$ cat config.mk
export PLATFORM = sky130hd
export DESIGN_NAME = esfa_op_arbiter
export DESIGN_NICKNAME = d
export VERILOG_FILES = /design/src/rtl/esfa_op_arbiter.sv
export SDC_FILE = /design/constraint.sdc
export NUM_CORES = 1
export LEC_CHECK = 0
export ABC_AREA = 1
export CAP_MARGIN = 20
export CORE_AREA = 2 2 88 56
export CTS_BUF_LIST = sky130_fd_sc_hd__clkbuf_8
export DETAILED_ROUTE_END_ITERATION = 6
export DIE_AREA = 0 0 90 58
export DONT_BUFFER_PORTS = 1
export PLACE_DENSITY_LB_ADDON = 0.08
export SLEW_MARGIN = 20
export SYNTH_ARGS = -nofsm -noshare
export SYNTH_HDL_FRONTEND = slang
export SYNTH_SLANG_ARGS = --single-unit
$ cat constraint.sdc
create_clock -name masterClock -period 2 [get_ports masterClock]
set_input_delay 0.4 -clock masterClock [delete_from_list [all_inputs] [get_ports masterClock]]
set_output_delay 0.4 -clock masterClock [all_outputs]
set_load 0.02 [all_outputs]
$ cat src/rtl/esfa_op_arbiter.sv
// esfa_op_arbiter
//   Shares the single ESFA datapath between two requesters. One command is
//   accepted at a time, its operands are issued to the datapath with a
//   single-cycle write strobe, the result is captured RESULT_LATENCY cycles
//   later, and it is returned to the originating requester.
//
// Build option:
//   ESFA_ARB_ROUND_ROBIN_EN  defined   -> round-robin grant when both requesters
//                                         are valid (alternates against lastGrant)
//                            undefined -> fixed priority, requester 0 wins
//
// Parameters:
//   RESULT_LATENCY  cycles from operand issue to datapath result (legal 1..15)
//
// Ports:
//   masterClock, reset         clock (rising edge), async active-low reset
//   reqN_valid/ready/cmd       command channels, cmd = {write, isMetadata,
//                              selector, metadata, value, index}
//   rspN_valid/ready           response channels (one per requester)
//   rsp_bool, rsp_value        shared response payload, qualified by rspN_valid
//   esfa_*                     datapath operands, write strobe and result inputs
//   busy                       high whenever not IDLE
//   dbgState                   FSM state (0 IDLE, 1 ISSUE, 2 WAIT, 3 RESPOND)
//
// Handshake: on every channel a transfer happens on a rising edge where valid
// and ready are both high. A producer may drop valid before a transfer with no
// effect; ready seen while valid is low is ignored.
module esfa_op_arbiter #(
  parameter int RESULT_LATENCY = 2
) (
  input  logic        masterClock,
  input  logic        reset,
  input  logic        req0_valid,
  output logic        req0_ready,
  input  logic [33:0] req0_cmd,
  input  logic        req1_valid,
  output logic        req1_ready,
  input  logic [33:0] req1_cmd,
  output logic        rsp0_valid,
  input  logic        rsp0_ready,
  output logic        rsp1_valid,
  input  logic        rsp1_ready,
  output logic        rsp_bool,
  output logic [7:0]  rsp_value,
  output logic        esfa_willWrite,
  output logic [7:0]  esfa_index,
  output logic [7:0]  esfa_value,
  output logic [7:0]  esfa_metadata,
  output logic [7:0]  esfa_selector,
  output logic        esfa_isMetadata,
  input  logic        esfa_resultBool,
  input  logic [7:0]  esfa_resultValue,
  output logic        busy,
  output logic [1:0]  dbgState
);

  localparam logic [3:0] LAT4 = 4'(RESULT_LATENCY);

  typedef enum logic [1:0] {
    IDLE    = 2'd0,
    ISSUE   = 2'd1,
    WAIT    = 2'd2,
    RESPOND = 2'd3
  } arbStateT;

  arbStateT    state, nextState;
  logic [33:0] cmdReg;
  logic        owner;      // 0 = requester 0, 1 = requester 1
  logic [3:0]  waitCnt;
  logic        grant;      // requester chosen in IDLE
  logic        accept;
  logic        rspHandshake;

`ifdef ESFA_ARB_ROUND_ROBIN_EN
  logic lastGrant;
`endif

  // Grant selection: only matters in IDLE; a lone valid requester always wins.
  always_comb begin
    grant = 1'b0;
    if (req0_valid && req1_valid) begin
`ifdef ESFA_ARB_ROUND_ROBIN_EN
      grant = ~lastGrant;
`else
      grant = 1'b0;
`endif
    end else if (req1_valid) begin
      grant = 1'b1;
    end
  end

  // reset is folded in so ready drops the instant reset asserts.
  assign req0_ready   = (state == IDLE) & ~grant & req0_valid & reset;
  assign req1_ready   = (state == IDLE) &  grant & req1_valid & reset;
  assign accept       = req0_ready | req1_ready;
  assign rspHandshake = (state == RESPOND) & (owner ? rsp1_ready : rsp0_ready);

  // State register
  always_ff @(posedge masterClock or negedge reset) begin
    if (!reset) state <= IDLE;
    else        state <= nextState;
  end

  // Next-state logic
  always_comb begin
    nextState = state;
    unique case (state)
      IDLE:    if (accept)           nextState = ISSUE;
      ISSUE:                         nextState = WAIT;
      WAIT:    if (waitCnt == 4'd1)  nextState = RESPOND;
      RESPOND: if (rspHandshake)     nextState = IDLE;
      default:                       nextState = IDLE;
    endcase
  end

  // Output logic
  always_comb begin
    busy           = 1'b0;
    esfa_willWrite = 1'b0;
    rsp0_valid     = 1'b0;
    rsp1_valid     = 1'b0;
    unique case (state)
      IDLE: ;
      ISSUE: begin
        busy           = 1'b1;
        esfa_willWrite = cmdReg[33];
      end
      WAIT:  busy = 1'b1;
      RESPOND: begin
        busy       = 1'b1;
        rsp0_valid = ~owner;
        rsp1_valid =  owner;
      end
      default: ;
    endcase
  end

  // Operands come straight from the latched command, so they stay stable
  // through ISSUE and WAIT and read as zero after reset.
  assign esfa_index      = cmdReg[7:0];
  assign esfa_value      = cmdReg[15:8];
  assign esfa_metadata   = cmdReg[23:16];
  assign esfa_selector   = cmdReg[31:24];
  assign esfa_isMetadata = cmdReg[32];
  assign dbgState        = state;

  // Command latch, wait counter and result capture
  always_ff @(posedge masterClock or negedge reset) begin
    if (!reset) begin
      cmdReg    <= '0;
      owner     <= 1'b0;
      waitCnt   <= '0;
      rsp_bool  <= 1'b0;
      rsp_value <= '0;
    end else begin
      if (accept) begin
        cmdReg <= grant ? req1_cmd : req0_cmd;
        owner  <= grant;
      end
      if (state == ISSUE) begin
        waitCnt <= LAT4;
      end else if (state == WAIT && waitCnt != 4'd1) begin
        waitCnt <= waitCnt - 4'd1;
      end
      // Last WAIT cycle: the datapath result is valid on this edge.
      if (state == WAIT && waitCnt == 4'd1) begin
        if (cmdReg[33]) begin
          rsp_bool  <= 1'b1;   // writes only acknowledge
          rsp_value <= 8'h00;
        end else begin
          rsp_bool  <= esfa_resultBool;
          rsp_value <= esfa_resultValue;
        end
      end
    end
  end

`ifdef ESFA_ARB_ROUND_ROBIN_EN
  always_ff @(posedge masterClock or negedge reset) begin
    if (!reset)      lastGrant <= 1'b1;
    else if (accept) lastGrant <= grant;
  end
`endif

endmodule

==> results.cfg <==
[timing]
fmax_ghz = 0.534
final.setup.tns_ps = 0
drv_slew = 0
max_slew_margin = 0.715
clock_skew_ps = 5.73
setup_viol = 0
rsz0062_at_grt = no
period_share = 0.937
whs_ps = 236
max_slew.worst_pin.slew_ps = 426
post-route-min-period_ps = 1870
hold_viol = 0

[cells_and_area]
syn_to_final_growth_pct = -2.91
antenna_cells = 0
final_layout_size_suffix_gt1_frac = 0.0707
fin_nets = 387
utilization = 0.614

[floorplan]
die_area_mm2 = 0.00522
start_util = 0.633
die_w_um = 90
fp.dieH_um = 58
core_area_mm2 = 0.00442
rows = 19
io_pins = 133

[cts]
cts_buffer_depth = 2
clk_pin_slew_ps = 90
postCtsSetupRepairBufs = 0
root_buffer = clkbuf_8
numCtsBuffers = 5
insertion_delay_ps = 290
cts_sinks = 50
ctsResizeCount = 0
htreeDepth = 2
postCtsHoldBufs = 2
cts_tree = done

[synth]
yosysSeqAreaShare = 0.447
yosysTopAreaCellShare = 0.447
synth_area_mm2 = 0.00280
synth_top_cell_by_area = dfrtp_1
yosys_warnings = 0
synth.area.top_cells = dfrtp_1 45%, nand3_1 15%, o21a_1 8.9%, buf_4 8.6%, nand2_1 8.3%
syn_inst = 330
syn_nets = 420
avgSynthCellArea_um2 = 8.48
ys_types = 22
ys_ff_latch = 50

[min_path]
hold_class = input port to register

[drt]
final_antenna_net_count = 0
drcViolationCount = 0
drtPass1Iterations = 4
via_per_inst = 5.94
drt-initial-drc-count = 118
wire_per_inst_um = 16.3
drt-total-wl_um = 5860
vias = 2137

[flow_run]
drv_cap = 0

[run_status]
status = finished, final reports clean

[setup_path]
required_ps = 1600
crit_fanout = 4
crit_path_start_kind = register
cp-end-kind = output port
cp.arrival_ps = 1470
path_class = register to output port

[global_routing]
antenna_found_initial = 0
grt_pass1_vias = 1866
grt_usage = 0.221
grt_pass1_wl_um = 9260
overflow = 0
grt_max_degree = 51

[pwr]
p_leak_nw = 1.20
ir_drop_uv = 718
power.total_mw = 4.28
powerDensity_mw_per_mm2 = 1580

[place]
hpwl_um = 4170
gp_congestion = 0.753
port_buffers = 0
[final timing paths]
check | start | endpoint | slack (ps) | depth (start not counted)
worst min register to register | waitCnt[1] | waitCnt[1] | 510 | 2
min in group asynchronous | reset | cmdReg[3] | 640 | 2
worst max-delay path | dbgState[1] | req0_ready | 130 | 4
worst max register to register | dbgState[1] | cmdReg[22] | 390 | 9
worst min-delay path | esfa_resultValue[5] | rsp_value[5] | 240 | 2
max in group asynchronous | reset | dbgState[0] | 1150 | 2
[layout by cell type, fill, tap and decap left out]
cell | netlist | final
buf_16 | 0 | 1
dlygate4sd3_1 | 0 | 1
buf_4 | 32 | 7
or2_2 | 1 | 1
o21a_1 | 33 | 33
o21ai_0 | 12 | 12
o21ai_1 | 1 | 1
buf_12 | 0 | 1
nand4_1 | 2 | 2
clkinvlp_4 | 0 | 1
inv_1 | 15 | 16
dfrtp_1 | 50 | 50
clkbuf_8 | 0 | 5
nor2_1 | 4 | 4
nand3_1 | 82 | 82
nand2_1 | 62 | 62
o22ai_1 | 1 | 1
inv_2 | 2 | 2
nand2_2 | 1 | 1
clkinv_1 | 2 | 2
a21oi_1 | 3 | 3
o21ai_2 | 1 | 1
nor2_4 | 1 | 1
ha_1 | 7 | 7
[flip-flops by register name (all words and copies together) (netlist names)]
| register | flops |
|---|---|
| owner | 1 |
| waitCnt | 4 |
| rsp_bool | 1 |
| cmdReg | 34 |
| rsp_value | 8 |
| dbgState | 2 |
[synthesized netlist by cell type]
| cell | count |
|---|---|
| nand3_1 | 82 |
| nand2_1 | 62 |
| dfrtp_1 | 50 |
| o21a_1 | 33 |
| buf_4 | 32 |
| inv_1 | 15 |
| o21ai_0 | 12 |
| buf_2 | 10 |
| ha_1 | 7 |
| buf_6 | 4 |
| clkbuf_1 | 4 |
| nor2_1 | 4 |
| a21oi_1 | 3 |
| clkinv_1 | 2 |
| inv_2 | 2 |
| nand4_1 | 2 |
| nand2_2 | 1 |
| nor2_4 | 1 |
| o21ai_1 | 1 |
| o21ai_2 | 1 |
| o22ai_1 | 1 |
| or2_2 | 1 |
[logic make-up after synthesis]
family	after synthesis	share of synthesized area
AOI/OAI and AO/OA	51	0.123
and+or+nand+nor	153	0.248
DFF	50	0.447
adders and majority gates	7	0.0313
buffers and inverters	69	0.151
[layout make-up]
| type | count | area (µm²) |
|---|---|---|
| repair buffers | 10 | 110 |
| clock inverters | 2 | 11.3 |
| inverters | 19 | 71.3 |
| flip-flops and latches | 50 | 1250 |
| multi-input cells | 211 | 1120 |
| well taps | 63 | 78.8 |
| fillers | 415 | 1710 |
| clock buffers | 5 | 68.8 |
[power by group]
part           internal (mW)  leakage (nW)  total [mW]  switching [mW]
Combinational          0.564         0.586        1.33           0.764
Clock                  0.235        0.0414       0.550           0.315
Sequential              1.51         0.570        2.40           0.892
Total                   2.31          1.20        4.28            1.97
[critical path, stage by stage (launching register included)]
cell and delay (ps):
dfrtp_1 400, inv_1 110, ha_1 210, nand2_1 110
nor2_1 350
[per-layer routing]
layer	wire length, µm	GRT usage
met1	2670	0.316
met2	2620	0.337
met3	549	0.0728
met4	17	0.0396
met5	0	0
[per-stage QoR]
stage	std cells	area, µm²	worst slack [ps]
6_report	360	2720	126
3_5_place_dp	351	2600	379
2_1_floorplan	330	2800	359
4_1_cts	360	2720	97.4
5_1_grt	360	2720	0.927
3_3_place_gp	351	2600	428
(Power assumes the default switching activity.)
